==> config.mk <==
export PLATFORM = sky130hd
export DESIGN_NAME = rf_write_port_arbiter_flat
export DESIGN_NICKNAME = d
export VERILOG_FILES = /design/src/rtl/rf_write_port_arbiter_if.sv /design/src/rtl/rf_write_port_arbiter.sv /design/src/flat_wrapper.sv
export SDC_FILE = /design/constraint.sdc
export NUM_CORES = 1
export LEC_CHECK = 0
export BUFFER_PORTS_ARGS = -buffer_cell sky130_fd_sc_hd__buf_4
export CAP_MARGIN = 20
export CORE_AREA = 5 5 86 88
export DETAILED_ROUTE_END_ITERATION = 8
export DIE_AREA = 0 0 91 93
export PLACE_DENSITY = 0.82
export SLEW_MARGIN = 30
export SYNTH_ARGS = -nofsm -noshare
export SYNTH_HDL_FRONTEND = slang
export SYNTH_SLANG_ARGS = --single-unit
==> constraint.sdc <==
create_clock -name clk -period 4.8 [get_ports clk]
set_input_delay 0.96 -clock clk [delete_from_list [all_inputs] [get_ports clk]]
set_output_delay 0.96 -clock clk [all_outputs]
set_load 0.02 [all_outputs]
==> src/rtl/rf_write_port_arbiter_if.sv <==
// Writeback-request bus between the N_REQ requesters and the register-file
// write-port arbiter, plus the registered write port toward the register file.
interface rf_write_port_arbiter_if #(
  parameter int unsigned N_REQ  = 4,
  parameter int unsigned ADDR_W = 5,
  parameter int unsigned DATA_W = 32
);
  logic [N_REQ-1:0]        req;
  logic [N_REQ-1:0]        lock;
  logic [N_REQ*ADDR_W-1:0] addr;
  logic [N_REQ*DATA_W-1:0] data;
  logic [N_REQ-1:0]        gnt;
  logic                    rf_wr_ena;
  logic [ADDR_W-1:0]       rf_wr_addr;
  logic [DATA_W-1:0]       rf_wr_data;
  logic [2**ADDR_W-1:0]    rf_wr_onehot;

  // Requester side
  modport master (
    output req, lock, addr, data,
    input  gnt, rf_wr_ena, rf_wr_addr, rf_wr_data, rf_wr_onehot
  );

  // Arbiter side
  modport slave (
    input  req, lock, addr, data,
    output gnt, rf_wr_ena, rf_wr_addr, rf_wr_data, rf_wr_onehot
  );
endinterface

==> src/rtl/rf_write_port_arbiter.sv <==
// Round-robin arbiter sharing the single register-file write port between
// N_REQ writeback requesters. Winner address/data are registered and decoded
// into a one-hot row enable; writes to x0 are granted but dropped.
// Optional burst locking is enabled by defining ARB_BURST_EN.
module rf_write_port_arbiter #(
  parameter int unsigned N_REQ     = 4,
  parameter int unsigned ADDR_W    = 5,
  parameter int unsigned DATA_W    = 32,
  parameter int unsigned MAX_BURST = 4
) (
  input  logic                  clk,
  input  logic                  rst,
  rf_write_port_arbiter_if.slave bus
);

  localparam int unsigned PTR_W = $clog2(N_REQ);
  localparam logic [0:0] ARB    = 1'b0;
  localparam logic [0:0] LOCKED = 1'b1;

  logic [PTR_W-1:0]  ptr_q, ptr_d;
  logic [0:0]        state_q, state_d;
  logic              rf_wr_ena_q, rf_wr_ena_d;
  logic [ADDR_W-1:0] rf_wr_addr_q, rf_wr_addr_d;
  logic [DATA_W-1:0] rf_wr_data_q, rf_wr_data_d;

`ifdef ARB_BURST_EN
  localparam int unsigned CNT_W = $clog2(MAX_BURST + 1);
  logic [PTR_W-1:0] owner_q, owner_d;
  logic [CNT_W-1:0] burst_cnt_q, burst_cnt_d;
`endif

  logic             arb_found;
  logic [PTR_W-1:0] arb_win;
  logic [PTR_W-1:0] win;
  logic [N_REQ-1:0] gnt_c;
  logic             xfer;
  logic [ADDR_W-1:0] win_addr;
  logic [DATA_W-1:0] win_data;

  // Round-robin search starting one past the last winner, wrapping at N_REQ-1
  always_comb begin
    logic [PTR_W-1:0] cand;
    arb_found = 1'b0;
    arb_win   = '0;
    cand      = '0;
    for (int unsigned off = 1; off <= N_REQ; off++) begin
      cand = PTR_W'((32'(ptr_q) + off) % N_REQ);
      if (!arb_found && bus.req[cand]) begin
        arb_found = 1'b1;
        arb_win   = cand;
      end
    end
  end

  // Grant selection: locked owner only, otherwise the round-robin winner; none in reset
  always_comb begin
    gnt_c = '0;
    win   = arb_win;
    if (!rst) begin
`ifdef ARB_BURST_EN
      if (state_q == LOCKED) begin
        win           = owner_q;
        gnt_c[owner_q] = bus.req[owner_q];
      end else if (arb_found) begin
        gnt_c[arb_win] = 1'b1;
      end
`else
      if (arb_found) begin
        gnt_c[arb_win] = 1'b1;
      end
`endif
    end
    xfer     = |(gnt_c & bus.req);
    win_addr = bus.addr[32'(win)*ADDR_W +: ADDR_W];
    win_data = bus.data[32'(win)*DATA_W +: DATA_W];
  end

  assign bus.gnt = gnt_c;

  // Next-state for pointer, FSM, burst tracking and the registered write port
  always_comb begin
    ptr_d        = ptr_q;
    state_d      = state_q;
    rf_wr_ena_d  = 1'b0;
    rf_wr_addr_d = rf_wr_addr_q;
    rf_wr_data_d = rf_wr_data_q;
`ifdef ARB_BURST_EN
    owner_d      = owner_q;
    burst_cnt_d  = burst_cnt_q;
`endif

    if (xfer) begin
      ptr_d        = win;
      rf_wr_ena_d  = (win_addr != '0);
      rf_wr_addr_d = win_addr;
      rf_wr_data_d = win_data;
    end

`ifdef ARB_BURST_EN
    // MAX_BURST == 1 never enters LOCKED, matching the unlocked build
    if (state_q == ARB) begin
      if (xfer && bus.lock[win] && (MAX_BURST > 1)) begin
        state_d     = LOCKED;
        owner_d     = win;
        burst_cnt_d = CNT_W'(1);
      end
    end else begin
      if (xfer) begin
        burst_cnt_d = burst_cnt_q + CNT_W'(1);
        if (!bus.lock[owner_q] || (burst_cnt_q == CNT_W'(MAX_BURST - 1))) begin
          state_d     = ARB;
          burst_cnt_d = '0;
        end
      end else begin
        state_d     = ARB;
        burst_cnt_d = '0;
        ptr_d       = owner_q;
      end
    end
`else
    state_d = ARB;
`endif
  end

  // State registers with synchronous reset; pointer resets so requester 0 wins first
  always_ff @(posedge clk) begin
    if (rst) begin
      ptr_q        <= PTR_W'(N_REQ - 1);
      state_q      <= ARB;
      rf_wr_ena_q  <= 1'b0;
      rf_wr_addr_q <= '0;
      rf_wr_data_q <= '0;
`ifdef ARB_BURST_EN
      owner_q      <= '0;
      burst_cnt_q  <= '0;
`endif
    end else begin
      ptr_q        <= ptr_d;
      state_q      <= state_d;
      rf_wr_ena_q  <= rf_wr_ena_d;
      rf_wr_addr_q <= rf_wr_addr_d;
      rf_wr_data_q <= rf_wr_data_d;
`ifdef ARB_BURST_EN
      owner_q      <= owner_d;
      burst_cnt_q  <= burst_cnt_d;
`endif
    end
  end

  // One-hot row enable decoded from the registered address, gated by enable
  always_comb begin
    bus.rf_wr_onehot = '0;
    if (rf_wr_ena_q) begin
      bus.rf_wr_onehot[rf_wr_addr_q] = 1'b1;
    end
  end

  assign bus.rf_wr_ena  = rf_wr_ena_q;
  assign bus.rf_wr_addr = rf_wr_addr_q;
  assign bus.rf_wr_data = rf_wr_data_q;

endmodule

==> src/flat_wrapper.sv <==
// flat-port wrapper written by rule: the top's interface ports become plain ports
module rf_write_port_arbiter_flat 
#(
  parameter int unsigned N_REQ     = 4,
  parameter int unsigned ADDR_W    = 5,
  parameter int unsigned DATA_W    = 32,
  parameter int unsigned MAX_BURST = 4
)
  (clk, rst, bus_req, bus_lock, bus_addr, bus_data, bus_gnt, bus_rf_wr_ena, bus_rf_wr_addr, bus_rf_wr_data, bus_rf_wr_onehot);
  rf_write_port_arbiter_if #(.N_REQ(N_REQ), .ADDR_W(ADDR_W), .DATA_W(DATA_W)) bus_i ();
  input  logic clk;
  input  logic rst;
  input wire logic [$bits(bus_i.req)-1:0] bus_req;
  input wire logic [$bits(bus_i.lock)-1:0] bus_lock;
  input wire logic [$bits(bus_i.addr)-1:0] bus_addr;
  input wire logic [$bits(bus_i.data)-1:0] bus_data;
  output wire logic [$bits(bus_i.gnt)-1:0] bus_gnt;
  output wire logic [$bits(bus_i.rf_wr_ena)-1:0] bus_rf_wr_ena;
  output wire logic [$bits(bus_i.rf_wr_addr)-1:0] bus_rf_wr_addr;
  output wire logic [$bits(bus_i.rf_wr_data)-1:0] bus_rf_wr_data;
  output wire logic [$bits(bus_i.rf_wr_onehot)-1:0] bus_rf_wr_onehot;
  assign bus_i.req = bus_req;
  assign bus_i.lock = bus_lock;
  assign bus_i.addr = bus_addr;
  assign bus_i.data = bus_data;
  assign bus_gnt = bus_i.gnt;
  assign bus_rf_wr_ena = bus_i.rf_wr_ena;
  assign bus_rf_wr_addr = bus_i.rf_wr_addr;
  assign bus_rf_wr_data = bus_i.rf_wr_data;
  assign bus_rf_wr_onehot = bus_i.rf_wr_onehot;
  rf_write_port_arbiter #(.N_REQ(N_REQ), .ADDR_W(ADDR_W), .DATA_W(DATA_W), .MAX_BURST(MAX_BURST)) u_core (.clk(clk), .rst(rst), .bus(bus_i));
endmodule
==> out/qor.yml, run 1 <==
status:
  outcome: "finished clean"
final_layout:
  ff_latch_area_sq_um: 801
  fin_cells: 590
  multiInputGateArea_sq_um: 1470
  fillers: 579
  layout_common_cells: "buf_4, nor2_1, dfxtp_1"
  drive_above_1_share_pct: 47.6
  diodes: 0
  fin_util_pct: 64.1
  finalNetCount: 668
  synthToLayoutAreaGrowth_pct: 74.5
  final_common_cell: "buf_4"
  final_cell_area_sq_um: 4210
route:
  drc: 0
  viasPerCell: 5.63
  first_pass_iters: 4
  drt_wl_total_mm: 10.6
  ant_nets: 0
  wire_per_inst_um: 18.0
  vias: 3323
  drtIter0Drc: 213
setup_path:
  crit_arrival_ps: 2420
  r2r_setup_slack_ps: 2330
  crit_path_cell_trace: "buf_4 -> nor2_1 -> o221a_1 -> and2_1 -> buf_4"
  cp-start-kind: "input pin"
  regToRegStartpoint: "u_core.ptr_q[1]"
  max_stage_delay_ps: 780
  cp.required_ps: 3840
  end_kind: "primary output"
  critical_path_buf_inv_count: 2
  path_delay_family: "compound AO/OA/AOI/OAI gates"
  cpMaxStageDelayCell: "o221a_1"
  crit_path_frequent_cell: "buf_4"
  crit_fanout: 19
  ff2ff_path_depth: 6
  path_class: "in -> out"
  r2r_end: "u_core.bus.rf_wr_ena"
clock_tree:
  cts_root_buf: "clkbuf_8"
  numCtsBuffers: 5
  h-tree-depth: 2
  clk_path_buf_depth: 2
  post_cts.repair.setup_buffers: 0
  worstSkewPairLatency_ps: 290
  ctsHoldBuffers: 0
  clkSinkCount: 40
  clk_pin_slew_ps: 70
  cts_tree: "yes"
  cts_resized: 0
synth:
  synth_compound_area_share_pct: 33.2
  synth_area_leaders: "dfxtp_1, a221o_1, nor2_1"
  synth_top_family_by_area: "compound AO/OA/AOI/OAI gates"
  synth_cells: 305
  synth_xor_area_share_pct: 0
  syn_area_sq_um: 2410
  synth_warnings: 0
  ys_seq_area_share_pct: 33.2
  syn_avg_cell_area_sq_um: 7.91
  synth.top_cell.area_share_pct: 33.2
  synth_nets: 463
  synth_edf_count: 0
  synth_fa_ha_area_share_pct: 0
  synth-seq-cells: 40
  synth_flop_cell: "dfxtp_1"
  synth_simple_gate_area_share_pct: 26.2
  synthMuxAreaShare_pct: 0.415
  ys_async_sr_fraction_pct: 0
  ys_types: 36
  synth_area_leader_cell: "dfxtp_1"
sta:
  hold_viol_final: 0
  final-setup-viol-count: 0
  slew_headroom_pct: 43.0
  skew_ps: 5.88
  fin_crit_ps: 3380
  fmax_ghz: 0.296
  setup_tns_ps: 0
  worst_pin_slew_ps: 855
  rsz0062_at_grt: "false"
  drv_slew: 0
  fin_crit_sh_pct: 70.4
placed_design:
  port_buffers: 227
  routabilityCongestion: 0.802
  dp.cells: 583
  dpl_cell_area_sq_um: 4130
  detailed_place_hpwl_mm: 8.17
die:
  chipWidth_um: 91
  coreArea_sq_um: 6570
  start_util_pct: 36.7
  placementRows: 30
  dieArea_sq_um: 8460
  die_y_um: 93
  num_io_pins: 232
worst_hold_path:
  min_from: "u_core.bus.rf_wr_data[4]"
  holdPathStages: 2
  hold_path.class: "reg -> reg"
  min_to: "u_core.bus.rf_wr_data[4]"
global_routing:
  grt_pass1_vias: 3354
  grt-ovfl-total: 0
  grt_pass1_wl_mm: 16.1
  grt_use_total_pct: 23.0
  grt_start_max_net_pins: 43
  antenna_found_initial: 0
flow_run:
  maxCapViolations: 0
pwr:
  pwr-share-seq_pct: 37.9
  swShare_pct: 34.6
  p_leak_nw: 2.02
  p_per_area_nw_per_um2: 253
  share_comb_of_total_power_pct: 41.9
  p_total_mw: 1.07
  ir_drop_mv: 0.138
  clockPowerShare_pct: 20.2
  p_switching_mw: 0.369
  intPower_mw: 0.697
## per-stage QoR
stage,setup slack [ps],hold slack [ps]
finish,1420,495
global route,1350,513
CTS,1420,495
detailed placement,1420,480
global placement,1450,479
floorplan,1450,561
## how the worst max path moves through the flow
stage | startpoint | end | cells after the start
floorplan | bus_req[3] | bus_gnt[3] | 6
global placement | bus_req[0] | bus_gnt[2] | 5
detailed placement | bus_req[0] | bus_gnt[2] | 5
CTS | bus_req[0] | bus_gnt[2] | 5
global route | bus_req[0] | bus_gnt[2] | 5
finish | bus_req[0] | bus_gnt[2] | 5
## metal layers
metal  GRT usage (%)  up-vias  wire (um)
li1                -     1593          -
met5               0        -          0
met2            43.1      205       5530
met4            6.85        0        174
met3            6.19       12       1010
met1            25.1     1513       3900
## worst register-to-register path: stages (launching register included)
cell      delay, ps
dfxtp_1         520
inv_1           150
o221a_1         520
buf_4           350
a222oi_1        360
nand4_1         170
o31a_1          300
## synth_stat cells (all sizes together), types with 3 or more instances
cell / count
dfxtp: 40
clkbuf: 25
nor3: 32
a221o: 32
inv: 3
or3b: 3
a221oi: 32
and2: 4
a311oi: 5
a222oi: 4
nor2: 76
a22oi: 3
buf: 10
nand2: 8
nand3b: 5
## power groups by stage
stage | Combinational (mW) | Clock, mW | Sequential, mW
5_1_grt | 0.480 | 0.231 | 0.409
3_5_place_dp | 0.449 | 0 | 0.411
6_report | 0.447 | 0.215 | 0.404
2_1_floorplan | 0.197 | 0 | 0.446
4_1_cts | 0.449 | 0.219 | 0.403
3_3_place_gp | 0.442 | 0 | 0.409
## logic make-up (layout without fill, tap and decap cells)
kind of cell / after synthesis / count (layout)
multiplexers: 1 / 1
AO/OA/AOI/OAI: 88 / 88
AND/OR/NAND/NOR: 138 / 138
buffers and inverters: 38 / 243
flip-flops: 40 / 40
## flip-flops by register name, summed over array words and instances (netlist names)
signal and flops:
u_core.ptr_q 2, u_core.bus.rf_wr_addr 5, u_core.bus.rf_wr_ena 1, u_core.bus.rf_wr_data 32
## layout make-up
type                       count  area share [%]
sequential                    40            19.0
inverter                       3           0.267
clock buffer                   6            1.72
timing repair buffer         233            41.5
multi-input combinational    227            34.9
clock inverter                 1           0.119
tap                           80            2.38
(Power assumes the default switching activity.)
==> run 2, diff against run 1 <==
CORE_AREA = not set   (was 5 5 86 88)
CORE_ASPECT_RATIO = 1.2   (was not set)
CORE_MARGIN = 5   (was not set)
CORE_UTILIZATION = 33   (was not set)
DIE_AREA = not set   (was 0 0 91 93)
PLACE_DENSITY = 0.77   (was 0.82)
clock period = 3.1 ns   (was 4.8 ns; I/O delays follow)
==> out/qor.yml, run 2 (synthesis results as in run 1) <==
clock_tree:
  clk_pin_slew_ps: 70
  h-tree-depth: 2
  post_cts.repair.setup_buffers: 0
  numCtsBuffers: 5
  clk_path_buf_depth: 2
  cts_root_buf: "clkbuf_8"
  ctsHoldBuffers: 0
  worstSkewPairLatency_ps: 290
  clkSinkCount: 40
  cts_resized: 0
  cts_tree: "yes"
placed_design:
  port_buffers: 227
  detailed_place_hpwl_mm: 8.59
  routabilityCongestion: 0.814
die:
  die_y_um: 104
  coreArea_sq_um: 7190
  chipWidth_um: 88.1
  placementRows: 34
  start_util_pct: 33.6
  dieArea_sq_um: 9130
  num_io_pins: 232
setup_path:
  end_kind: "primary output"
  cp.required_ps: 2480
  cp-start-kind: "input pin"
  crit_fanout: 9
  crit_arrival_ps: 1820
  path_class: "in -> out"
global_routing:
  antenna_found_initial: 0
  grt_start_max_net_pins: 43
  grt_use_total_pct: 22.3
  grt-ovfl-total: 0
  grt_pass1_wl_mm: 16.3
  grt_pass1_vias: 3356
sta:
  final-setup-viol-count: 0
  worst_pin_slew_ps: 606
  drv_slew: 0
  setup_tns_ps: 0
  hold_viol_final: 0
  slew_headroom_pct: 59.5
  skew_ps: 4.37
  fin_crit_ps: 2440
  fin_crit_sh_pct: 78.7
  fmax_ghz: 0.410
  rsz0062_at_grt: "false"
worst_hold_path:
  hold_path.class: "reg -> reg"
final_layout:
  fin_util_pct: 59.3
  largest_reg_flops: 32
  synthToLayoutAreaGrowth_pct: 76.6
  drive_above_1_share_pct: 48.0
  layout_common_cells: "buf_4, nor2_1, dfxtp_1"
  diodes: 0
  final_common_cell: "buf_4"
  finalNetCount: 672
pwr:
  p_leak_nw: 2.04
  ir_drop_mv: 0.170
  p_per_area_nw_per_um2: 390
route:
  wire_per_inst_um: 17.6
  drtIter0Drc: 161
  ant_nets: 0
  first_pass_iters: 4
  drc: 0
  viasPerCell: 5.48
  vias: 3314
  drt_wl_total_mm: 10.6
status:
  outcome: "finished clean"
flow_run:
  maxCapViolations: 0
-- run 2: changes by cell type in the layout (fill, tap and decap cells not counted) --
| cell | before | now |
|---|---|---|
| buf_4 | 233 | 237 |
| clkbuf_1 | 1 | 2 |
| clkinv_2 | 1 | 0 |
| clkinv_4 | 0 | 1 |
-- run 2: critical path: stages --
cell	delay, ps
buf_4	150
nor2_1	150
nor2_1	90
o32ai_4	440
nor2b_1	200
buf_4	160
-- run 2: cell type report --
type	count	area [sq um]
Inverter	3	11.3
Clock inverter	1	8.76
Multi-Input combinational cell	227	1470
Fill cell	681	2930
Clock buffer	7	76.3
Sequential cell	40	801
Timing Repair Buffer	237	1780
Tap cell	90	113
-- run 2: worst paths after layout --
path                               endpoint  slack [ps]  cells after the start                 startpoint
setup reg to reg       u_core.bus.rf_wr_ena         820                      7            u_core.ptr_q[1]
hold / removal    u_core.bus.rf_wr_data[26]         490                      2  u_core.bus.rf_wr_data[26]
hold reg to reg   u_core.bus.rf_wr_data[26]         490                      2  u_core.bus.rf_wr_data[26]
setup / recovery                 bus_gnt[3]         660                      6                 bus_req[2]
-- run 2: per-stage QoR --
stage	total power, mW	hold WS [ps]	std cells	area, sq um	setup slack, ps
after floorplan	0.996	561	305	2410	429
after global placement	1.32	478	597	4180	696
after detailed placement	1.34	480	597	4180	635
after CTS	1.68	495	605	4260	625
after global routing	1.77	509	605	4260	519
final	1.66	491	605	4260	661
-- run 2: power by group --
part	switching [mW]	total [mW]	internal [mW]
Clock	0.177	0.338	0.161
Sequential	0.0513	0.628	0.576
Combinational	0.338	0.695	0.357
-- run 2: layer usage --
metal	track usage [%]	vias up	part of all wire [%]
li1	-	1604	-
met1	24.0	1515	35
met2	40.9	178	52
met3	5.64	17	10
met4	7.67	0	2.4
met5	0	-	0
